==> src/rtl/accum_hex_reader_if.sv <==
// accum_hex_reader_if
//   Bundle between a requester (master) and the binary-to-HEX reader (slave).
//   value     : binary value to convert, sampled when start is accepted
//   start     : single-cycle convert request (master -> slave)
//   busy      : conversion in progress (slave -> master)
//   done      : one-cycle pulse when hex updates (slave -> master)
//   hex       : 7*DIGITS active-low segments, digit k at [7k+6:7k]
//   dbg_state : reader FSM state (0 = IDLE, 1 = CONVERT, 2 = LATCH)
//
// Handshake: start is a request strobe; it is taken only when the reader is
// idle (busy = 0). A request made while busy is dropped, not queued. Each
// accepted request produces exactly one done pulse, unless reset intervenes.
interface accum_hex_reader_if #(
   parameter int W      = 10,
   parameter int DIGITS = 4
);
   logic [W-1:0]          value;
   logic                  start;
   logic                  busy;
   logic                  done;
   logic [7*DIGITS-1:0]   hex;
   logic [1:0]            dbg_state;

   modport master (
      output value, start,
      input  busy, done, hex, dbg_state
   );

   modport slave (
      input  value, start,
      output busy, done, hex, dbg_state
   );
endinterface

==> src/rtl/accum_hex_reader.sv <==
// accum_hex_reader
//   Converts the accumulator's binary total into decimal on the HEX displays
//   using sequential shift-add-3 (one bit per clock). The last result stays
//   on the displays between conversions.
// Ports:
//   clk : system clock
//   rst : asynchronous, active-high reset (blanks all displays)
//   bus : accum_hex_reader_if slave (value/start in, busy/done/hex out)
module accum_hex_reader #(
   parameter int W        = 10,
   parameter int DIGITS   = 4,
   parameter int BLANK_LZ = 1
) (
   input  logic                clk,
   input  logic                rst,
   accum_hex_reader_if.slave   bus
);
   // One spare nibble above the displayed digits catches overflow.
   localparam int BW = 4 * (DIGITS + 1);
   localparam int CW = $clog2(W + 1);

   localparam logic [6:0] SEG_BLANK = 7'b1111111;
   localparam logic [6:0] SEG_DASH  = 7'b0111111;

   typedef enum logic [1:0] {
      IDLE    = 2'd0,
      CONVERT = 2'd1,
      LATCH   = 2'd2
   } state_t;

   state_t                state;
   logic [W-1:0]          sh;
   logic [BW-1:0]         bcd;
   logic [CW-1:0]         cnt;
   logic                  busy_r;
   logic                  done_r;
   logic [7*DIGITS-1:0]   hex_r;

   logic [BW-1:0]         bcd_adj;
   logic [7*DIGITS-1:0]   hex_next;
   logic                  overflow;
   logic                  lead;

   function automatic logic [6:0] seg7(input logic [3:0] d);
      case (d)
         4'd0:    seg7 = 7'b1000000;
         4'd1:    seg7 = 7'b1111001;
         4'd2:    seg7 = 7'b0100100;
         4'd3:    seg7 = 7'b0110000;
         4'd4:    seg7 = 7'b0011001;
         4'd5:    seg7 = 7'b0010010;
         4'd6:    seg7 = 7'b0000010;
         4'd7:    seg7 = 7'b1111000;
         4'd8:    seg7 = 7'b0000000;
         4'd9:    seg7 = 7'b0010000;
         default: seg7 = SEG_BLANK;
      endcase
   endfunction

   // Add-3 correction on every nibble before the shift.
   always_comb begin
      bcd_adj = bcd;
      for (int i = 0; i <= DIGITS; i++) begin
         if (bcd[4*i +: 4] >= 4'd5) begin
            bcd_adj[4*i +: 4] = bcd[4*i +: 4] + 4'd3;
         end
      end
   end

   // Segment image of the finished BCD result. Scanning from the top digit,
   // 'lead' stays set while only zeros have been seen; digit 0 is never blank.
   always_comb begin
      hex_next = '1;
      overflow = (bcd[BW-1 -: 4] != 4'd0);
      lead     = (BLANK_LZ != 0);
      for (int k = DIGITS - 1; k >= 0; k--) begin
         if (overflow) begin
            hex_next[7*k +: 7] = SEG_DASH;
         end else if (lead && (bcd[4*k +: 4] == 4'd0) && (k != 0)) begin
            hex_next[7*k +: 7] = SEG_BLANK;
         end else begin
            hex_next[7*k +: 7] = seg7(bcd[4*k +: 4]);
            lead = 1'b0;
         end
      end
   end

   always_ff @(posedge clk or posedge rst) begin
      if (rst) begin
         state  <= IDLE;
         sh     <= '0;
         bcd    <= '0;
         cnt    <= '0;
         busy_r <= 1'b0;
         done_r <= 1'b0;
         hex_r  <= '1;
      end else begin
         done_r <= 1'b0;
         unique case (state)
            IDLE: begin
               if (bus.start) begin
                  sh     <= bus.value;
                  bcd    <= '0;
                  cnt    <= CW'(W);
                  busy_r <= 1'b1;
                  state  <= CONVERT;
               end
            end
            CONVERT: begin
               bcd <= {bcd_adj[BW-2:0], sh[W-1]};
               sh  <= sh << 1;
               cnt <= cnt - CW'(1);
               if (cnt == CW'(1)) begin
                  state <= LATCH;
               end
            end
            LATCH: begin
               hex_r  <= hex_next;
               done_r <= 1'b1;
               busy_r <= 1'b0;
               state  <= IDLE;
            end
            default: state <= IDLE;
         endcase
      end
   end

   assign bus.busy      = busy_r;
   assign bus.done      = done_r;
   assign bus.hex       = hex_r;
   assign bus.dbg_state = state;
endmodule

==> src/flat_wrapper.sv <==
// flat-port wrapper written by rule: the top's interface ports become plain ports
module accum_hex_reader_flat 
#(
   parameter int W        = 10,
   parameter int DIGITS   = 4,
   parameter int BLANK_LZ = 1
)
  (clk, rst, bus_value, bus_start, bus_busy, bus_done, bus_hex, bus_dbg_state);
  accum_hex_reader_if #(.W(W), .DIGITS(DIGITS)) bus_i ();
  input  logic clk;
  input  logic rst;
  input wire logic [$bits(bus_i.value)-1:0] bus_value;
  input wire logic [$bits(bus_i.start)-1:0] bus_start;
  output wire logic [$bits(bus_i.busy)-1:0] bus_busy;
  output wire logic [$bits(bus_i.done)-1:0] bus_done;
  output wire logic [$bits(bus_i.hex)-1:0] bus_hex;
  output wire logic [$bits(bus_i.dbg_state)-1:0] bus_dbg_state;
  assign bus_i.value = bus_value;
  assign bus_i.start = bus_start;
  assign bus_busy = bus_i.busy;
  assign bus_done = bus_i.done;
  assign bus_hex = bus_i.hex;
  assign bus_dbg_state = bus_i.dbg_state;
  accum_hex_reader #(.W(W), .DIGITS(DIGITS), .BLANK_LZ(BLANK_LZ)) u_core (.clk(clk), .rst(rst), .bus(bus_i));
endmodule
==> config.mk <==
export PLATFORM = sky130hd
export DESIGN_NAME = accum_hex_reader_flat
export DESIGN_NICKNAME = d
export VERILOG_FILES = /design/src/rtl/accum_hex_reader_if.sv /design/src/rtl/accum_hex_reader.sv /design/src/flat_wrapper.sv
export SDC_FILE = /design/constraint.sdc
export NUM_CORES = 1
export LEC_CHECK = 0
export ABC_AREA = 1
export BUFFER_PORTS_ARGS = -buffer_cell sky130_fd_sc_hd__buf_2
export CAP_MARGIN = 20
export CORE_ASPECT_RATIO = 2
export CORE_MARGIN = 8
export CORE_UTILIZATION = 25
export CTS_BUF_LIST = sky130_fd_sc_hd__clkbuf_16
export DETAILED_ROUTE_END_ITERATION = 16
export GPL_TIMING_DRIVEN = 0
export PLACE_DENSITY = 0.44
export SYNTH_ARGS = -nofsm -noshare
export SYNTH_HDL_FRONTEND = slang
export SYNTH_SLANG_ARGS = --single-unit
==> constraint.sdc <==
create_clock -name clk -period 3.45 [get_ports clk]
set_input_delay 0.8625 -clock clk [delete_from_list [all_inputs] [get_ports clk]]
set_output_delay 0.8625 -clock clk [all_outputs]
set_load 0.02 [all_outputs]
==> Word-level counts from Yosys, hierarchy flattened <==
Memories as Yosys holds them, arrays and structs flattened.
Index checks and enable logic that the tools add are counted.
{ "op_classes": {"n_eq_ne": 5, "add_sub_neg": 6, "reduce_logical": 12, "mux": 28, "magnitude_cmp": 5} }
{ "ops": {"columns": ["cell", "n"], "rows": [
  ["$mux W7", 7],
  ["$pmux W20 S2", 1],
  ["$ge A4 B3 Y1 const B", 5],
  ["$mux W20", 1],
  ["$mux W4", 5],
  ["$pmux W10 S2", 1],
  ["$add A4 B2 Y4 const B", 4],
  ["$logic_not A4 Y1", 3],
  ["$mux W10", 1],
  ["$pmux W4 S2", 1],
  ["$mux W1", 6],
  ["$reduce_and A2 Y1", 3],
  ["$eq A4 B1 Y1 const B", 1],
  ["$mux W2", 2],
  ["$pmux W2 S2", 1],
  ["$reduce_bool A2 Y1", 2],
  ["$reduce_bool A4 Y1", 1],
  ["$sub A4 B1 Y4 const B", 1],
  ["$add A3 B2 Y3 const B", 1],
  ["$mux W3", 1],
  ["$eq A2 B1 Y1 const B", 1],
  ["$eq A2 B2 Y1 const B", 1],
  ["$logic_and A1 B1 Y1", 2],
  ["$logic_not A2 Y1", 1],
  ["3 further kinds", 3]
]} }
{ "word_totals": {"mem_bits_ro": 448, "register_bits": 66, "memories": 4, "in_bits": 13, "output_inout_bits": 32, "elab_cells": 67} }
{ "mem_list": {"columns": ["memory", "words", "word_bits", "read_ports", "rd_ports_with_merged_regs", "write_ports", "line", "source"], "rows": [
  ["(no name shown)", 16, 7, 1, 0, 0, "accum_hex_reader.sv:45", "case (d)"],
  ["(no name shown)", 16, 7, 1, 0, 0, "accum_hex_reader.sv:45", null],
  ["(no name shown)", 16, 7, 1, 0, 0, "accum_hex_reader.sv:45", null],
  ["(no name shown)", 16, 7, 1, 0, 0, "accum_hex_reader.sv:45", null]
]} }

==> Logic depth before layout (Yosys ltp) <==
Gate-level depths: netlist of run 1.
{ "logic_depth": {"depth_word": 9, "mapped_depth": 10} }

==> Worst setup path after synthesis of run 1 <==
OpenSTA, ideal clock, no wires.
{ "synth_timing": {"kind": "input port to flip-flop", "start": "in bus_start", "end": "reg u_core.bcd[10]", "arrival_ns": 1.372, "required_time_ns": 3.320, "setup_slack_ns": 1.948, "cell_stages": 4, "path_cell_list": "nand3_2 > nand2_1 > clkbuf_1 > o21ai_0"} }
{ "synth_between": {"elab_chain_len": 2} }
{ "synth_lines": {"columns": ["item", "line", "source"], "rows": [
  ["from (decl)", "flat_wrapper.sv:13", "input wire logic [$bits(bus_i.start)-1:0] bus_start;"],
  ["$ne A2 B2 Y1 (no source line)", null, null],
  ["$reduce_and A2 Y1 (no source line)", null, null],
  ["to (signal assigned)", "accum_hex_reader.sv:110", "bcd <= {bcd_adj[BW-2:0], sh[W-1]};"],
  ["to (decl)", "accum_hex_reader.sv:33", "logic [BW-1:0] bcd;"]
]} }
Every way passes these cells.
A chain may end at the register's enable or synchronous reset.

==> Final worst setup path of run 1 <==
{ "layout_timing": {"start": "reg u_core.hex_r[4] (netlist: u_core.bus.hex[4])", "end": "out bus_hex[4]"} }
{ "layout_rtl": {"columns": ["item", "line", "source"], "rows": [
  ["from (decl)", "accum_hex_reader.sv:37", "logic [7*DIGITS-1:0] hex_r;"],
  ["from (signal assigned)", "accum_hex_reader.sv:118", "hex_r <= hex_next;"],
  ["to (decl)", "flat_wrapper.sv:16", "output wire logic [$bits(bus_i.hex)-1:0] bus_hex;"]
]} }
No word-level cell between the ends.

==> results of run 1 <==
cells in the final DEF (no fill, tap or decap), drive strengths merged:
cell    Yosys  layout
bufinv      0       1
a21oi      31      31
o211ai      5       5
inv        57      59
a22oi       1       1
dfstp      28      28
o21ai      37      37
xor2        3       3
a21boi      1       1
a31oi       5       5
o22ai      15      15
clkbuf      2      11
o22a        2       2
dfrtp      38      38
clkinv      0       4
xnor2       1       1
nor3        8       8
o32ai       1       1
nor2       59      59
nand4       3       3
nand3      21      21
nand2      92      92
ha         25      25
buf        13      57
or2         2       2
flip-flops by register name (all words and copies together), names as in the netlist:
| name | flops |
|---|---|
| u_core.bcd | 20 |
| u_core.bus.dbg_state | 2 |
| u_core.bus.busy | 1 |
| u_core.cnt | 4 |
| u_core.sh | 10 |
| u_core.bus.done | 1 |
| u_core.bus.hex | 28 |
worst reg2reg max path, cell delays in order, from the launching register on:
cell and delay, ns:
dfrtp_1 0.46, inv_1 0.17, ha_1 0.21, inv_1 0.08, o21ai_0 0.15, nand2_1 0.11, inv_1 0.14, nand2_1 0.06
nand3_1 0.06, o21ai_0 0.09
power groups by stage:
stage               sequential [W]  combinational (W)  clock (W)
detailed placement         0.00139            0.00223          0
global route               0.00142            0.00253   0.000935
floorplan                  0.00146            0.00156          0
global placement           0.00139            0.00223          0
CTS                        0.00138            0.00224   0.000902
finish                     0.00138            0.00220   0.000873
area by class of cell:
cell class / instances / area [um^2]
clock buffer: 9 / 225
inverter: 57 / 216
sequential: 66 / 1690
buffer: 15 / 90.1
clock inverter: 7 / 53.8
fill: 1661 / 10200
tap: 195 / 244
timing repair buffer: 44 / 220
multi-input combinational: 312 / 1730
path summary, 6_finish.rpt:
kind / from / to / slack, ns / cells past startpoint
max: u_core.bus.hex[4] / bus_hex[4] / 1.56 / 1
min: u_core.bus.hex[17] / u_core.bus.hex[17] / 0.46 / 2
max reg2reg: u_core.bcd[4] / u_core.bcd[5] / 1.78 / 9
min reg2reg: u_core.bus.hex[17] / u_core.bus.hex[17] / 0.46 / 2
max in group asynchronous: rst / u_core.bcd[10] / 2.22 / 2
min in group asynchronous: rst / u_core.bcd[14] / 0.72 / 2
logic make-up after synthesis:
family	after synthesis	synth area share, %
flops	66	45.4
buf+inv	72	8.18
compound gates	98	15.0
xor+xnor	4	0.942
fa+ha+maj	25	8.41
simple gates	185	22.1
per-stage QoR:
stage	hold WS (ns)	util, %
2_1_floorplan	0.449	-
3_3_place_gp	0.456	28.5
3_5_place_dp	0.455	28.5
4_1_cts	0.465	30.4
5_1_grt	0.488	30.4
6_report	0.462	30.4
per-layer routing:
layer	routed length [um]	part of all wire (%)	vias to the layer above	track usage [%]
met3	413	4.2	8	2.66
met2	4900	50	50	17.7
met5	0	0	-	0
li1	-	-	1583	-
met1	4260	44	1488	12.7
met4	155	1.6	0	4.72
==> impl_metrics.env, run 1 <==
export IMPL_syn_instance_count=450
export IMPL_die_w_um=102
export IMPL_synth_fp_nets=488
export IMPL_clkPwrFrac_pct=19.6
export IMPL_ys_warn_count=0
export IMPL_fin_crit_ns=1.89
export IMPL_p_per_area_nw_per_um2=997
export IMPL_core_um2=14700
export IMPL_fp_dieH_um=188
export IMPL_preCtsSetupSlack_ns=1.38
export IMPL_hpwl_mm=7.02
export IMPL_synth_most_common_cell="nand2_1"
export IMPL_place_port_buffers=44
export IMPL_tightest_slew_ns=0.829
export IMPL_critPathMaxFanout=2
export IMPL_grt_total_usage_pct=10.7
export IMPL_clock_latency_ns=0.33
export IMPL_grt_max_degree=67
export IMPL_drt_first_pass_iters=4
export IMPL_max_cap_violations=0
export IMPL_fin_ws_ns=1.56
export IMPL_required_ns=2.59
export IMPL_p_leak_nw=2.13
export IMPL_htree_levels=3
export IMPL_drive_gt1_share_pct=22.4
export IMPL_fin_nets=543
export IMPL_synth_cell_types=35
export IMPL_drc=0
export IMPL_peakVddDrop_mv=0.303
export IMPL_ant_nets=0
export IMPL_io_pins=45
export IMPL_start_util_pct=25.4
export IMPL_instances_no_fill=705
export IMPL_yosysSeqAreaShare_pct=45.4
export IMPL_path_buf_inv=1
export IMPL_swShare_pct=44.8
export IMPL_grt_pass1_wl_mm=16.0
export IMPL_fin_area_um2=4460
export IMPL_drt_iter0_drc=114
export IMPL_critical_path_arrival_ns=1.03
export IMPL_antenna_found_initial=0
export IMPL_finalPower_w=0.00445
export IMPL_cts_setup_buffers=0
export IMPL_synth_top_area_share_pct=25.6
export IMPL_path_cells="buf_2"
export IMPL_combPwrFrac_pct=49.5
export IMPL_clock_sinks=66
export IMPL_yosysTopAreaCell="dfrtp_1"
export IMPL_n_antenna_cell=0
export IMPL_cts_tree="done"
export IMPL_rsz0062_at_grt="no"
export IMPL_maxSlewViolCount=0
export IMPL_vias_per_cell=4.44
export IMPL_fin_skew_ns=0.00643
export IMPL_path_clk_slew_ns=0.05
export IMPL_synth_area_leaders="dfrtp_1 26%, dfstp_2 20%, nand2_1 9.0%, ha_1 8.4%, inv_1 5.5%"
export IMPL_ys_ff_latch=66
export IMPL_max_freq_ghz=0.528
export IMPL_die_area_um2=19300
export IMPL_clockBufferDepth=2
export IMPL_worstSetupPathType="register to primary output"
export IMPL_placed_cells=689
export IMPL_p_int_w=0.00246
export IMPL_max_stage_delay_ns=0.53
export IMPL_root_buffer="clkbuf_16"
export IMPL_slew_headroom_pct=44.7
export IMPL_fin_crit_sh_pct=54.9
export IMPL_seq_power_share_pct=30.9
export IMPL_cts_made_buffers=9
export IMPL_drt_total_wl_mm=9.73
export IMPL_gp_congestion=0.837
export IMPL_setup_violations=0
export IMPL_hold_path_class="register to register"
export IMPL_yosys_top_cells_count="89 x nand2_1, 54 x inv_1, 53 x nor2_1, 38 x dfrtp_1, 33 x o21ai_0"
export IMPL_dpl_cell_area_um2=4190
export IMPL_setup_tns_ns=0
export IMPL_ctsHoldBuffers=0
export IMPL_routed_via_count=3129
export IMPL_avgSynthCellArea_um2=8.26
export IMPL_p_switching_w=0.00200
export IMPL_wire_per_inst_um=13.8
export IMPL_status="complete, no violations"
export IMPL_area_growth_pct=20.1
export IMPL_synth_async_reset_ratio_pct=100
export IMPL_gr_total_overflow=0
export IMPL_crit_slowest_cell="dfstp_2"
export IMPL_start_kind="register"
export IMPL_yosys_most_used_dff="dfrtp_1"
export IMPL_cp_top_family="flip-flops"
export IMPL_cts_resized=0
export IMPL_finalHoldViolCount=0
export IMPL_syn_area_um2=3720
export IMPL_cp_end_kind="primary output"
export IMPL_synth_edf_count=0
export IMPL_grt_pass1_vias=3160
export IMPL_rows=63
Note: power is estimated with default switching activity, not from simulation.
==> run 2: changes to the inputs <==
==> constraint.sdc (replaced) <==
create_clock -name clk -period 1.81 [get_ports clk]
set_input_delay 0.4525 -clock clk [delete_from_list [all_inputs] [get_ports clk]]
set_output_delay 0.4525 -clock clk [all_outputs]
set_load 0.02 [all_outputs]
==> run 2 against run 1 <==
Clock skew up 0.0027 ns; power up 92%; final cell count grew 0.43%; via count is essentially flat; combinational power grew 93%; core utilization grew 0.29 points; largest power group unchanged.
==> impl_metrics.env, run 2 (same netlist as run 1, synthesis figures left out) <==
export IMPL_clock_sinks=66
export IMPL_layout_common_cells="89 x nand2_1, 54 x inv_1, 53 x buf_2, 53 x nor2_1, 37 x dfrtp_1"
export IMPL_drt_iter0_drc=96
export IMPL_htree_levels=3
export IMPL_cp_end_kind="register"
export IMPL_gr_total_overflow=0
export IMPL_drive_gt1_share_pct=23.6
export IMPL_max_cap_violations=0
export IMPL_drt_first_pass_iters=4
export IMPL_grt_max_degree=37
export IMPL_tightest_slew_ns=0.816
export IMPL_rsz0062_at_grt="no"
export IMPL_vias_per_cell=4.42
export IMPL_die_w_um=102
export IMPL_fp_dieH_um=188
export IMPL_rows=63
export IMPL_whs_ns=0.270
export IMPL_critical_path_arrival_ns=1.82
export IMPL_fin_crit_ns=1.63
export IMPL_fin_crit_sh_pct=90.0
export IMPL_largest_reg_flops=28
export IMPL_cts_tree="done"
export IMPL_required_ns=2.00
export IMPL_place_port_buffers=44
export IMPL_fin_nets=546
export IMPL_status="complete, no violations"
export IMPL_io_pins=45
export IMPL_p_leak_nw=2.14
export IMPL_gp_congestion=0.823
export IMPL_drt_total_wl_mm=9.86
export IMPL_setup_violations=0
export IMPL_finalHoldViolCount=0
export IMPL_drc=0
export IMPL_start_util_pct=25.4
export IMPL_n_antenna_cell=0
export IMPL_path_clk_slew_ns=0.05
export IMPL_ctsHoldBuffers=0
export IMPL_worstSetupPathType="register to register"
export IMPL_peakVddDrop_mv=0.570
export IMPL_grt_pass1_wl_mm=16.3
export IMPL_clock_latency_ns=0.34
export IMPL_maxSlewViolCount=0
export IMPL_critPathMaxFanout=6
export IMPL_fin_skew_ns=0.00917
export IMPL_setup_tns_ns=0
export IMPL_slew_headroom_pct=45.5
export IMPL_routed_via_count=3128
export IMPL_final_common_cell="nand2_1"
export IMPL_start_kind="register"
export IMPL_antenna_found_initial=0
export IMPL_root_buffer="clkbuf_16"
export IMPL_max_freq_ghz=0.614
export IMPL_grt_total_usage_pct=10.9
export IMPL_die_area_um2=19300
export IMPL_wire_per_inst_um=13.9
export IMPL_p_per_area_nw_per_um2=1900
export IMPL_area_growth_pct=21.2
export IMPL_clockBufferDepth=2
export IMPL_grt_pass1_vias=3151
export IMPL_hold_path_class="primary input to asynchronous set/reset pin"
export IMPL_core_um2=14700
export IMPL_cts_made_buffers=9
export IMPL_ant_nets=0
export IMPL_hpwl_mm=7.24
-- run 2: cell count changes in the layout (fill, tap and decap cells not counted), sizes merged --
cell      delta
clkinvlp     +1
inv          -1
buf          +3
-- run 2: stage by stage --
stage	setup WS, ns	std cells	instance area (um^2)	total power [W]	util, %
after floorplan	0.399	450	3720	0.00576	-
after global placement	0.0448	689	4190	0.00689	28.6
after detailed placement	0.111	690	4210	0.00690	28.7
after CTS	0.0978	706	4490	0.00862	30.6
after global routing	0.00823	708	4510	0.00934	30.7
final	0.181	708	4510	0.00854	30.7
-- run 2: power by group --
group	internal [W]	switching [W]
registers	0.00217	0.000458
clock network	0.00104	0.000628
logic	0.00152	0.00273
total	0.00473	0.00381
-- run 2: repair_timing --
action | 4_1_cts | 5_1_grt
setup buffers | 0 | 2
endpoints found under the hold margin | 0 | 0
resized for setup | 0 | 4
setup endpoints to repair | 0 | 8
-- run 2: final timing paths --
| check | cells past startpoint | slack, ns | startpoint | to |
|---|---|---|---|---|
| max in group asynchronous | 3 | 0.87 | rst | u_core.bus.hex[0] |
| hold reg to reg | 2 | 0.46 | u_core.bus.hex[27] | u_core.bus.hex[27] |
| setup reg to reg | 9 | 0.18 | u_core.bcd[4] | u_core.bcd[5] |
| min in group clk | 3 | 0.34 | bus_value[0] | u_core.sh[0] |
| hold / removal | 2 | 0.27 | rst | u_core.bcd[15] |
| setup / recovery | 9 | 0.18 | u_core.bcd[4] | u_core.bcd[5] |
-- run 2: layout make-up --
class / count / area [um^2]
Tap cell: 195 / 244
Inverter: 57 / 218
Multi-Input combinational cell: 312 / 1730
Sequential cell: 66 / 1690
Buffer: 15 / 90.1
Fill cell: 1655 / 10200
Clock buffer: 9 / 225
Timing Repair Buffer: 47 / 255
Clock inverter: 7 / 53.8
-- run 2: routing by layer --
layer | GRT usage [%] | routed length [um]
met5 | 0 | 0
met4 | 3.93 | 142
met3 | 2.44 | 360
met2 | 18.5 | 4960
met1 | 13.0 | 4400
-- run 2: worst max-delay path, stage by stage, from the launching register on --
cell and delay [ns]:
dfrtp_1 0.47, inv_2 0.13, ha_1 0.20, inv_1 0.08, o21ai_0 0.15, nand2_1 0.12, inv_1 0.14, nand2_1 0.06
nand3_1 0.06, o21ai_0 0.08
==> run 3: changes to the inputs <==
--- a/config.mk
+++ b/config.mk
@@ -5,7 +5,7 @@
 export SDC_FILE = /design/constraint.sdc
 export NUM_CORES = 1
 export LEC_CHECK = 0
-export ABC_AREA = 1
+export ABC_AREA = 0
 export BUFFER_PORTS_ARGS = -buffer_cell sky130_fd_sc_hd__buf_2
 export CAP_MARGIN = 20
 export CORE_ASPECT_RATIO = 2
@@ -15,6 +15,7 @@
 export DETAILED_ROUTE_END_ITERATION = 16
 export GPL_TIMING_DRIVEN = 0
 export PLACE_DENSITY = 0.44
+export SLEW_MARGIN = 15
 export SYNTH_ARGS = -nofsm -noshare
 export SYNTH_HDL_FRONTEND = slang
 export SYNTH_SLANG_ARGS = --single-unit
==> run 3 against run 2 <==
Hold slack got worse by 0.11 ns; sequential cell count did not move; combinational power rose by 16%; die area rose by 1.4%; final cell count fell by 9.0%; setup slack got worse by 0.10 ns; sequential power rose by 11%; clock-buffer cell count did not move; cell area rose by 2.9%; critical path type unchanged; largest cell class unchanged; largest power group unchanged.
==> impl_metrics.env, run 3 <==
export IMPL_tightest_slew_ns=0.478
export IMPL_required_ns=2.07
export IMPL_met3_usage_pct=2.09
export IMPL_synth_async_reset_ratio_pct=100
export IMPL_setup_tns_ns=0
export IMPL_critical_path_arrival_ns=1.99
export IMPL_die_area_um2=19500
export IMPL_grt_pass1_wl_mm=16.5
export IMPL_grt_pass1_vias=3183
export IMPL_n_antenna_cell=0
export IMPL_synth_top_area_share_pct=25.2
export IMPL_start_kind="register"
export IMPL_fp_dieH_um=190
export IMPL_grt_total_usage_pct=11.0
export IMPL_hpwl_mm=7.77
export IMPL_yosys_most_used_dff="dfrtp_1"
export IMPL_fin_ws_ns=0.0763
export IMPL_path_clk_slew_ns=0.06
export IMPL_hold_path_class="primary input to asynchronous set/reset pin"
export IMPL_clock_sinks=66
export IMPL_ys_ff_latch=66
export IMPL_drc=0
export IMPL_drt_total_wl_mm=10.0
export IMPL_rsz0062_at_grt="no"
export IMPL_root_buffer="clkbuf_16"
export IMPL_fin_crit_sh_pct=95.8
export IMPL_drt_first_pass_iters=4
export IMPL_fin_crit_ns=1.73
export IMPL_routed_via_count=2972
export IMPL_io_pins=45
export IMPL_synth_area_leaders="dfrtp_1 25%, dfstp_2 19%, ha_1 8.3%, a21oi_1 4.2%, o21ai_0 3.8%"
export IMPL_cts_tree="done"
export IMPL_preCtsSetupSlack_ns=-0.120
export IMPL_vias_per_cell=4.61
export IMPL_drive_gt1_share_pct=31.4
export IMPL_cts_made_buffers=9
export IMPL_synth_edf_count=0
export IMPL_gr_total_overflow=0
export IMPL_slew_headroom_pct=67.8
export IMPL_syn_instance_count=385
export IMPL_max_freq_ghz=0.577
export IMPL_final_common_cell="buf_2"
export IMPL_status="complete, no violations"
export IMPL_critPathMaxFanout=5
export IMPL_max_cap_violations=0
export IMPL_synth_fp_nets=423
export IMPL_yosys_top_cells_count="38 x dfrtp_1, 32 x a21oi_1, 31 x nand2_1, 30 x nor2_1, 29 x o21ai_0"
export IMPL_yosysSeqAreaShare_pct=44.7
export IMPL_p_per_area_nw_per_um2=2070
export IMPL_start_util_pct=25.5
export IMPL_finalHoldViolCount=0
export IMPL_clock_latency_ns=0.33
export IMPL_largest_reg_flops=28
export IMPL_avgSynthCellArea_um2=9.81
export IMPL_fin_nets=482
export IMPL_place_port_buffers=44
export IMPL_setup_violations=0
export IMPL_die_w_um=103
export IMPL_maxSlewViolCount=0
export IMPL_p_leak_nw=2.05
export IMPL_use_met2_pct=21.1
export IMPL_area_growth_pct=22.8
export IMPL_synth_cell_types=54
export IMPL_grt_busiest_layer="met2"
export IMPL_gp_congestion=0.837
export IMPL_layout_common_cells="60 x buf_2, 38 x dfrtp_1, 31 x nand2_1"
export IMPL_synth_most_common_cell="dfrtp_1"
export IMPL_core_um2=14800
export IMPL_grt_use_met1_pct=10.7
export IMPL_htree_levels=3
export IMPL_ant_nets=0
export IMPL_rows=63
export IMPL_fin_skew_ns=0.00754
export IMPL_r2r_cells=6
export IMPL_peakVddDrop_mv=0.593
export IMPL_syn_area_um2=3780
export IMPL_drt_iter0_drc=135
export IMPL_cp_end_kind="register"
export IMPL_fin_area_um2=4640
export IMPL_whs_ns=0.158
export IMPL_worstSetupPathType="register to register"
export IMPL_antenna_found_initial=0
export IMPL_yosysTopAreaCell="dfrtp_1"
export IMPL_grt_max_degree=35
export IMPL_ys_warn_count=0
export IMPL_clockBufferDepth=2
export IMPL_wire_per_inst_um=15.5
export IMPL_dpl_cell_area_um2=4280
run 3: layout make-up:
type / instances / area [um^2]
fill: 1616 / 10200
multi-input combinational: 275 / 1940
sequential: 66 / 1690
timing repair buffer: 48 / 275
tap: 195 / 244
clock buffer: 9 / 225
buffer: 22 / 115
inverter: 22 / 86.3
clock inverter: 7 / 70.1
run 3: path summary, 6_finish.rpt:
kind	start	endpoint	slack (ns)
min	rst	u_core.bus.hex[24]	0.16
min reg2reg	u_core.sh[9]	u_core.bcd[0]	0.48
max	u_core.bcd[16]	u_core.bus.hex[17]	0.08
min in group clk	bus_value[0]	u_core.sh[0]	0.33
max reg2reg	u_core.bcd[16]	u_core.bus.hex[17]	0.08
max in group asynchronous	rst	u_core.cnt[1]	1.20
run 3: logic make-up (layout without fill, tap and decap cells):
logic type                 count (synthesis)  in the layout  synth area share, %
AOI/OAI and AO/OA                        118            118                 20.3
and+or+nand+nor                          116            116                 17.4
DFF                                       66             66                 44.7
buffers and inverters                     44            108                 5.24
adders and majority gates                 25             25                 8.28
muxes                                      9              9                 2.49
xor gates and xnor gates                   7              7                 1.62
run 3: through the flow:
stage	instances	power, W	util, %
4_1_cts	643	0.00965	31.1
5_1_grt	644	0.0104	31.3
3_5_place_dp	626	0.00779	28.9
2_1_floorplan	385	0.00642	-
3_3_place_gp	624	0.00773	28.6
6_report	644	0.00958	31.3
run 3: repair_timing:
item / 4_1_cts / 5_1_grt
endpoints found under the setup margin: 18 / 23
setup buffers: 1 / 1
gates cloned: 0 / 0
resized for setup: 6 / 10
pin swaps: 0 / 3
hold buffers: 0 / 0
run 3: critical path, stage by stage, from the launching register on:
cell and delay, ns:
dfrtp_1 0.40, inv_2 0.09, ha_1 0.14, or3b_4 0.47, a21oi_4 0.25, o211ai_4 0.12
o22a_1 0.20
run 3: power by group:
| group | leakage (nW) | internal (W) | switching (W) | total [W] |
|---|---|---|---|---|
| registers | 0.762 | 0.00239 | 0.000545 | 0.00293 |
| clock network | 0.137 | 0.00106 | 0.000653 | 0.00171 |
| logic | 1.15 | 0.00204 | 0.00290 | 0.00493 |
| total | 2.05 | 0.00549 | 0.00409 | 0.00958 |
run 3: metal layers:
layer | up-vias | wire, um
met5 | - | 0
met4 | 0 | 246
met3 | 17 | 304
met2 | 50 | 5690
met1 | 1422 | 3760
li1 | 1483 | -
